==> src/rtl/keypad_emulator_pkg.sv <==
// Shared constants, state encoding and small helpers for the keypad emulator.
package keypad_emulator_pkg;

  typedef enum logic [2:0] {
    ST_IDLE       = 3'd0,
    ST_BOUNCE_IN  = 3'd1,
    ST_HOLD       = 3'd2,
    ST_BOUNCE_OUT = 3'd3,
    ST_GAP        = 3'd4
  } kp_state_t;

  // Released column lines read high through the pull-ups.
  localparam logic [3:0] KEYPAD_IDLE_COL = 4'b1111;

  // Key index layout: upper pair selects the row, lower pair the column.
  localparam int KEY_ROW_MSB = 3;
  localparam int KEY_ROW_LSB = 2;
  localparam int KEY_COL_MSB = 1;
  localparam int KEY_COL_LSB = 0;

  // An all-zero LFSR would lock up, so a zero seed falls back to this.
  localparam logic [7:0] LFSR_FALLBACK_SEED = 8'h01;

  function automatic int max3(input int a, input int b, input int c);
    int m;
    m = (a > b) ? a : b;
    return (m > c) ? m : c;
  endfunction

  // Press counter increment that sticks at all-ones.
  function automatic logic [15:0] sat_inc16(input logic [15:0] v);
    return (v == 16'hFFFF) ? v : v + 16'd1;
  endfunction

  // 8-bit Fibonacci step, taps 8,6,5,4; feedback enters at bit 0.
  function automatic logic [7:0] lfsr8_next(input logic [7:0] s);
    return {s[6:0], s[7] ^ s[5] ^ s[4] ^ s[3]};
  endfunction

endpackage

==> src/rtl/chatter_lfsr8.sv <==
// 8-bit chatter generator for contact bounce; advances only when enabled.
module chatter_lfsr8
  import keypad_emulator_pkg::*;
(
  input  logic       clk,
  input  logic       rst,
  input  logic       enable,
  input  logic [7:0] seed,
  output logic [7:0] state
);

  logic [7:0] r_lfsr;

  // Load the seed on reset, otherwise step while enabled and hold when not.
  always_ff @(posedge clk) begin
    if (!rst) begin
      r_lfsr <= seed;
    end else if (enable) begin
      r_lfsr <= lfsr8_next(r_lfsr);
    end
  end

  assign state = r_lfsr;

endmodule

==> src/rtl/keypad_emulator.sv <==
// Passive 4x4 keypad model: answers a row-scanning keypad reader with the
// column pattern of one scheduled key press, including contact chatter.
module keypad_emulator
  import keypad_emulator_pkg::*;
#(
  parameter int         HOLD_W     = 20,
  parameter int         BOUNCE_W   = 8,
  parameter int         GAP_CYCLES = 16,
  parameter logic [7:0] LFSR_SEED  = 8'hA5
) (
  input  logic                clk,
  input  logic                rst,
  input  logic                req_valid,
  output logic                req_ready,
  input  logic [3:0]          req_key,
  input  logic [HOLD_W-1:0]   req_hold,
  input  logic [BOUNCE_W-1:0] req_bounce,
  input  logic [3:0]          keypadRow,
  output logic [3:0]          keypadCol,
  output logic                busy,
  output logic                done,
  output logic [15:0]         press_count
);

  // One down-counter serves every timed state, so it must fit the largest load.
  localparam int GAP_W = $clog2(GAP_CYCLES + 1);
  localparam int CNT_W = max3(HOLD_W, BOUNCE_W, GAP_W);
  localparam logic [CNT_W-1:0] CNT_ONE  = CNT_W'(1);
  localparam logic [CNT_W-1:0] GAP_LOAD = CNT_W'(GAP_CYCLES);
  localparam logic [7:0] SEED_SAFE = (LFSR_SEED == 8'h00) ? LFSR_FALLBACK_SEED : LFSR_SEED;

  kp_state_t           r_state;
  logic [CNT_W-1:0]    r_cnt;
  logic [3:0]          r_key;
  logic [HOLD_W-1:0]   r_hold;
  logic [BOUNCE_W-1:0] r_bounce;
  logic                r_done;
  logic [15:0]         r_press_count;

  logic       w_in_bounce;
  logic       w_contact;
  logic       w_row_sel;
  logic [7:0] w_lfsr;
  logic       w_lfsr_unused;

  // A zero hold request still closes the contact for one cycle.
  function automatic logic [CNT_W-1:0] hold_load(input logic [HOLD_W-1:0] h);
    return (h == '0) ? CNT_ONE : CNT_W'(h);
  endfunction

  assign w_in_bounce = (r_state == ST_BOUNCE_IN) || (r_state == ST_BOUNCE_OUT);

  chatter_lfsr8 u_chatter (
    .clk    (clk),
    .rst    (rst),
    .enable (w_in_bounce),
    .seed   (SEED_SAFE),
    .state  (w_lfsr)
  );

  // Only bit 0 drives the contact; the rest of the state just decorrelates it.
  assign w_lfsr_unused = &{1'b0, w_lfsr[7:1]};

  // Press sequencer: capture, chatter in, solid hold, chatter out, forced gap.
  always_ff @(posedge clk) begin
    if (!rst) begin
      r_state       <= ST_IDLE;
      r_cnt         <= '0;
      r_key         <= '0;
      r_hold        <= '0;
      r_bounce      <= '0;
      r_done        <= 1'b0;
      r_press_count <= '0;
    end else begin
      r_done <= 1'b0;
      case (r_state)
        ST_IDLE: begin
          if (req_valid) begin
            r_key    <= req_key;
            r_hold   <= req_hold;
            r_bounce <= req_bounce;
            if (req_bounce != '0) begin
              r_state <= ST_BOUNCE_IN;
              r_cnt   <= CNT_W'(req_bounce);
            end else begin
              r_state       <= ST_HOLD;
              r_cnt         <= hold_load(req_hold);
              r_press_count <= sat_inc16(r_press_count);
            end
          end
        end
        ST_BOUNCE_IN: begin
          if (r_cnt == CNT_ONE) begin
            r_state       <= ST_HOLD;
            r_cnt         <= hold_load(r_hold);
            r_press_count <= sat_inc16(r_press_count);
          end else begin
            r_cnt <= r_cnt - CNT_ONE;
          end
        end
        ST_HOLD: begin
          if (r_cnt == CNT_ONE) begin
            if (r_bounce != '0) begin
              r_state <= ST_BOUNCE_OUT;
              r_cnt   <= CNT_W'(r_bounce);
            end else if (GAP_CYCLES != 0) begin
              r_state <= ST_GAP;
              r_cnt   <= GAP_LOAD;
            end else begin
              r_state <= ST_IDLE;
              r_done  <= 1'b1;
            end
          end else begin
            r_cnt <= r_cnt - CNT_ONE;
          end
        end
        ST_BOUNCE_OUT: begin
          if (r_cnt == CNT_ONE) begin
            if (GAP_CYCLES != 0) begin
              r_state <= ST_GAP;
              r_cnt   <= GAP_LOAD;
            end else begin
              r_state <= ST_IDLE;
              r_done  <= 1'b1;
            end
          end else begin
            r_cnt <= r_cnt - CNT_ONE;
          end
        end
        ST_GAP: begin
          if (r_cnt == CNT_ONE) begin
            r_state <= ST_IDLE;
            r_done  <= 1'b1;
          end else begin
            r_cnt <= r_cnt - CNT_ONE;
          end
        end
        default: begin
          r_state <= ST_IDLE;
        end
      endcase
    end
  end

  // Contact is solid in HOLD and follows the chatter bit while bouncing.
  assign w_contact = (r_state == ST_HOLD) || (w_in_bounce && w_lfsr[0]);
  assign w_row_sel = ~keypadRow[r_key[KEY_ROW_MSB:KEY_ROW_LSB]];

  // Wired-AND matrix: a column is pulled low only through the closed key.
  genvar gi;
  generate
    for (gi = 0; gi < 4; gi++) begin : g_col
      assign keypadCol[gi] = KEYPAD_IDLE_COL[gi] &
                             ~(w_contact && w_row_sel && (r_key[KEY_COL_MSB:KEY_COL_LSB] == 2'(gi)));
    end
  endgenerate

  assign req_ready   = (r_state == ST_IDLE);
  assign busy        = (r_state != ST_IDLE);
  assign done        = r_done;
  assign press_count = r_press_count;

endmodule
==> config.mk <==
export PLATFORM = sky130hd
export DESIGN_NAME = keypad_emulator
export DESIGN_NICKNAME = d
export VERILOG_FILES = /design/src/rtl/keypad_emulator_pkg.sv /design/src/rtl/chatter_lfsr8.sv /design/src/rtl/keypad_emulator.sv
export SDC_FILE = /design/constraint.sdc
export NUM_CORES = 1
export LEC_CHECK = 0
export BUFFER_PORTS_ARGS = -buffer_cell sky130_fd_sc_hd__buf_2
export CORE_AREA = 2 2 93 95
export CTS_CLUSTER_SIZE = 8
export DETAILED_ROUTE_END_ITERATION = 8
export DIE_AREA = 0 0 95 97
export PLACE_DENSITY_LB_ADDON = 0.12
export SETUP_SLACK_MARGIN = 0.1
export SYNTH_ARGS = -nofsm -noshare
export SYNTH_HDL_FRONTEND = slang
export SYNTH_HIERARCHICAL = 1
export SYNTH_SLANG_ARGS = --single-unit
==> constraint.sdc <==
create_clock -name clk -period 3.7 [get_ports clk]
set_clock_uncertainty 0.2 [all_clocks]
set_input_delay 0.74 -clock clk [delete_from_list [all_inputs] [get_ports clk]]
set_output_delay 0.74 -clock clk [all_outputs]
set_load 0.01 [all_outputs]
Yosys cells after proc, flatten, opt, wreduce, memory -nomap -nowiden
Index checks and enable logic that the tools add are counted.

Shift operators: 0. Order comparisons: 1. Eq/ne operators: 16. Add/subtract/negate cells: 2. Multiply operators: 0. Reductions and logical operators: 22. Div/mod/pow operators: 0. Muxes and demuxes: 26. Bitwise gates (word level): 8.

Operators by type and width (count): 2-to-1 mux 20 bit (8); one-hot mux 20 bit (5 select lines) (1); 2-to-1 mux 16 bit (4); logical NOT 20 bit (2); one-hot mux 16 bit (2 select lines) (1); == test 20 x 1 -> 1 bit, second input constant (1); subtractor 20 x 1 -> 20 bit, second input constant (1); 2-to-1 mux 3 bit (6); adder 16 x 1 -> 16 bit, second input constant (1); == test 16 bit, second input constant (1); nonzero test 8 bit (2); one-hot mux 3 bit (5 select lines) (1); inequality test 2 bit, second input constant (5); 2-to-1 mux 8 bit (1); == test 3 x 2 -> 1 bit, second input constant (2); logical AND 1 bit (6); inverter 1 bit (5); AND reduction 5 bit (1); nonzero test 5 bit (1); == test 2 bit, second input constant (2); inequality test 2 x 1 -> 1 bit, second input constant (2); AND reduction 2 bit (2); AND reduction 4 bit (1); == test 3 x 1 -> 1 bit, second input constant (1); other kinds (13) (17).

Bits in registers: 80. Bits in latches: 0. Bits in read-only memories: 0. Input port bits: 39. Memories: 0. Memory bits (writable): 0. Logic and storage cells: 83. Output and inout bits: 23.

Logic depth before layout (Yosys ltp)
Depth in word-level cells: 7. Mapped depth: 9. Depth with buffers taken out: 8.

Modules after synthesis
The synthesis kept the hierarchy.

Modules (own cells, without submodules): keypad_emulator (area each 4080.2 um2, instances 1, cells each 527, sequential area each 1441.4 um2); chatter_lfsr8 (area each 371.6 um2, instances 1, cells each 22, sequential area each 240.2 um2).

Worst setup path before layout
No wires, ideal clock.

Kind: input -> output. Start: input port keypadRow[3]. End: output port keypadCol[2]. Setup slack: 1.127 ns. Arrival time: 1.633 ns. Cell stages on the path: 3. Path buffers: 0. Required time: 2.760 ns. Cells stage by stage: mux4_2 -> nor4_1 -> nand2_1.

Word-level cells in the longest chain between the ends: 6.

RTL lines: from (decl) (RTL line keypad_emulator.sv:18) `input logic [3:0] keypadRow,`; binary-select mux 1 bit (select 2 bit) (RTL line keypad_emulator.sv:147) `assign w_row_sel = ~keypadRow[r_key[KEY_ROW_MSB:KEY_ROW_LSB]];`; 2-to-1 mux 1 bit (implied by the code) (RTL line keypad_emulator.sv:147); inverter 1 bit (RTL line keypad_emulator.sv:147); logical AND 1 bit (2 in a row) (RTL line keypad_emulator.sv:154) `~(w_contact && w_row_sel && (r_key[KEY_COL_MSB:KEY_COL_LSB] == 2'(gi)));`; inverter 1 bit (RTL line keypad_emulator.sv:154); to (decl) (RTL line keypad_emulator.sv:19) `output logic [3:0] keypadCol,`.

No other way between the ends. The select of a mux whose other input is x is not followed.

Worst setup path in the final report
Start: register r_cnt[4]. End: register r_cnt[12].

Word-level cells in the longest chain between the ends: 3. Elaborated cells between the ends (all ways): 9. Classes of those cells: 1 x add/sub; 2 x eq/ne; 5 x mux; 1 x reduce/logical.

RTL lines: from (decl) (RTL line keypad_emulator.sv:33) `logic [CNT_W-1:0] r_cnt;`; from (signal assigned) (RTL line keypad_emulator.sv:84) `r_cnt <= CNT_W'(req_bounce);`; from (signal assigned) (RTL line keypad_emulator.sv:87) `r_cnt <= hold_load(req_hold);`; from (signal assigned) (RTL line keypad_emulator.sv:95) `r_cnt <= hold_load(r_hold);`; subtractor 20 x 1 -> 20 bit or == test 20 x 1 -> 1 bit (tied branches); 2-to-1 mux 20 bit, or another cell as far along (RTL line keypad_emulator.sv:131) `if (r_cnt == CNT_ONE) begin`; one-hot mux 20 bit (5 select lines) or AND reduction 3 bit (tied branches).

Parallel ways exist; a longest one is shown, timed or not. The select of a mux whose other input is x is not followed. A chain may end at the register's enable or synchronous reset.

==> run summary <==
Status: finished clean
DR vias/cell: 6.07
Critical Path RT: 3770 ps
Maximum clock rate: 0.353 GHz
Routed WL per cell: 16.5 um
First-pass GRT wire length: 19,600 um
DRC viols: 0
Slew HR: 52.6%
TNS Setup: 0 ps
Cell variety after synth: 63
Final Cycle Share: 76.5%
Total die area: 9220 um^2
CTS tree: yes
Filler Cell Count: 736
Routed vias: 4,336
Std cell rows: 33
Sequential area share after synthesis: 37.8%
Clock slew at reported path FFs: 80 ps
Post_cts resized: 0
Cell Area, Synth: 4450 um^2
Skew-Pair Late Insertion Delay: 350 ps
Pre-antenna DRT Iters: 7
Fin. max-slew vios: 0
Initial DRC Count: 341
CTS root buffer: clkbuf_8
Total core area: 8130 um^2
H-Tree Level Count: 3
Leak Pwr: 1.99 nW
Worst VDD drop: 291 uV
Reg area: 1680 um^2
Slew of the pin with the lowest slew margin: 704 ps
Number of synthesized flops with an enable pin: 8
Maxcap violations: 0
Gr ovfl total: 0
Max FO, Critical Path: 11
RSZ-0062 raised after global routing: no
CP arrival: 2910 ps
Area Growth Syn to Fin: 13.9%
Global placement routability congestion: 0.908
CP startpoint kind: flip-flop
Post-CTS Setup Inserts: 0
Chip height: 97 um
Share of layout cells above drive strength 1: 16.1%
Synthesis Warnings: 6
Average size of a mapped cell: 8.11 um^2
Sinks on Clock Net: 80
Hold Path Class: reg2reg
WL final: 11,800 um
Ant. Diodes: 0
Fin worst setup slack: 870 ps
Global router's overall resource usage: 26.5%
Routed Antenna Nets: 0
I/O Pins: 62
Chip Width: 95 um
WS Path Type: reg2reg
Total CTS buffers: 9
Most frequent cells in the layout: nand2_1, dfxtp_1, buf_2, a21boi_0, a21oi_1
Hpwl dp: 8610 um
Fin crit period: 2830 ps
IO Port Bufs: 61
Starting density of the core: 54.7%
Vias in the first global route: 3,920
Mapped Cells: 549
Setup violations, final: 0
Prevailing post-synth register cell: dfxtp_1
Multi-input gate area: 2600 um^2
Largest net degree at the start of global routing: 40
Clock Path Buffers: 2
Asr flop ratio synth: 0%
Critical Path End Type: flip-flop
Hold buffer count at CTS: 0
Commonest non-fill, non-tap cell in the layout: nand2_1
Count of state elements after synthesis: 80
Place WS: 660 ps
Initial antenna violation count: 0
PwrDens: 681 nW/um^2
Hold violation count in the final report: 0
NumNets Final: 646
## cells in the mapped netlist, drive strengths merged (3+ instances only)
cell / count / share of area (%)
nand2: 92 / 7.8
dfxtp: 72 / 32
a21boi: 36 / 6.1
o21ai: 32 / 3.6
a21oi: 31 / 3.5
nor2: 28 / 2.4
clkbuf: 27 / 2.3
nor3: 26 / 3.1
nand3: 20 / 2.2
nor4: 20 / 2.8
xor2: 13 / 2.6
and2: 11 / 1.5
inv: 9 / 0.76
xnor2: 9 / 1.8
edfxtp: 8 / 5.4
nand2b: 8 / 1.1
buf: 7 / 1.2
mux2: 7 / 1.8
or4: 7 / 1.2
a221oi: 6 / 1.2
a222oi: 6 / 1.3
a31oi: 6 / 0.84
or3: 5 / 0.70
and4: 4 / 0.79
nor3b: 4 / 0.67
a22oi: 3 / 0.51
and3: 3 / 0.42
ha: 3 / 0.84
mux2i: 3 / 0.67
nand4: 3 / 0.42
nor2b: 3 / 0.42
o221a: 3 / 0.76
o31ai: 3 / 0.81
## path summary, 6_finish.rpt
path / cells past startpoint / start / slack (ps) / to
setup / recovery: 6 / r_cnt[4] / 870 / r_cnt[12]
hold reg to reg: 2 / r_key[3] / 280 / r_key[3]
hold / removal: 2 / r_key[3] / 280 / r_key[3]
setup reg to reg: 6 / r_cnt[4] / 870 / r_cnt[12]
## worst max-delay path, stage by stage, from the launching register on
cell      delay (ps)
dfxtp_1          370
or4_1            710
nor2_2           290
nand2_1          310
nor3_2           490
nand4b_1         200
a31oi_1          200
## routing by layer
layer | part of all wire, % | routed length (um) | vias to the layer above | track usage (%)
li1 | - | - | 2106 | -
met1 | 46 | 5410 | 2018 | 39.0
met2 | 45 | 5370 | 195 | 40.2
met3 | 7.0 | 829 | 17 | 3.82
met4 | 1.7 | 196 | 0 | 8.03
met5 | 0 | 0 | - | 0
## logic make-up (layout without fill, tap and decap cells)
family,Yosys count,after routing,synth area share [%]
AOI/OAI and AO/OA,148,148,23.0
xor gates and xnor gates,22,22,4.33
adders and majority gates,3,3,0.843
buffers and inverters,43,97,4.24
DFF,80,80,37.8
muxes,11,11,2.95
other,2,8,0.169
and+or+nand+nor,240,240,26.7
## registers in the layout (all words and copies together) (netlist names)
name / flops
r_cnt: 20
r_hold: 20
press_count: 16
r_bounce: 8
u_chatter/state: 8
r_key: 4
r_state: 3
done: 1
## metrics by stage
stage / instances / area (um^2) / util, % / total power, mW / hold slack, ps
2_1_floorplan: 555 / 4470 / - / 2.34 / 247
3_3_place_gp: 698 / 4840 / 59.5 / 2.67 / 267
3_5_place_dp: 698 / 4840 / 59.5 / 2.69 / 273
4_1_cts: 714 / 5070 / 62.3 / 3.42 / 284
5_1_grt: 714 / 5070 / 62.3 / 3.69 / 309
6_report: 714 / 5070 / 62.3 / 3.45 / 281
## power by group
group          switching [mW]  internal, mW
Sequential              0.203          1.05
Clock                   0.319         0.419
Combinational           0.912         0.553
Total                    1.43          2.02
## final cells by class
cell class              instances  area share [%]
clock buffers                  11            3.01
clock inverters                 5            1.53
inverters                       9           0.667
multi-input cells             432            51.4
flip-flops and latches         80            33.2
well taps                     105            2.59
repair buffers                 72            7.65
Power figures use the tool's default switching activity.
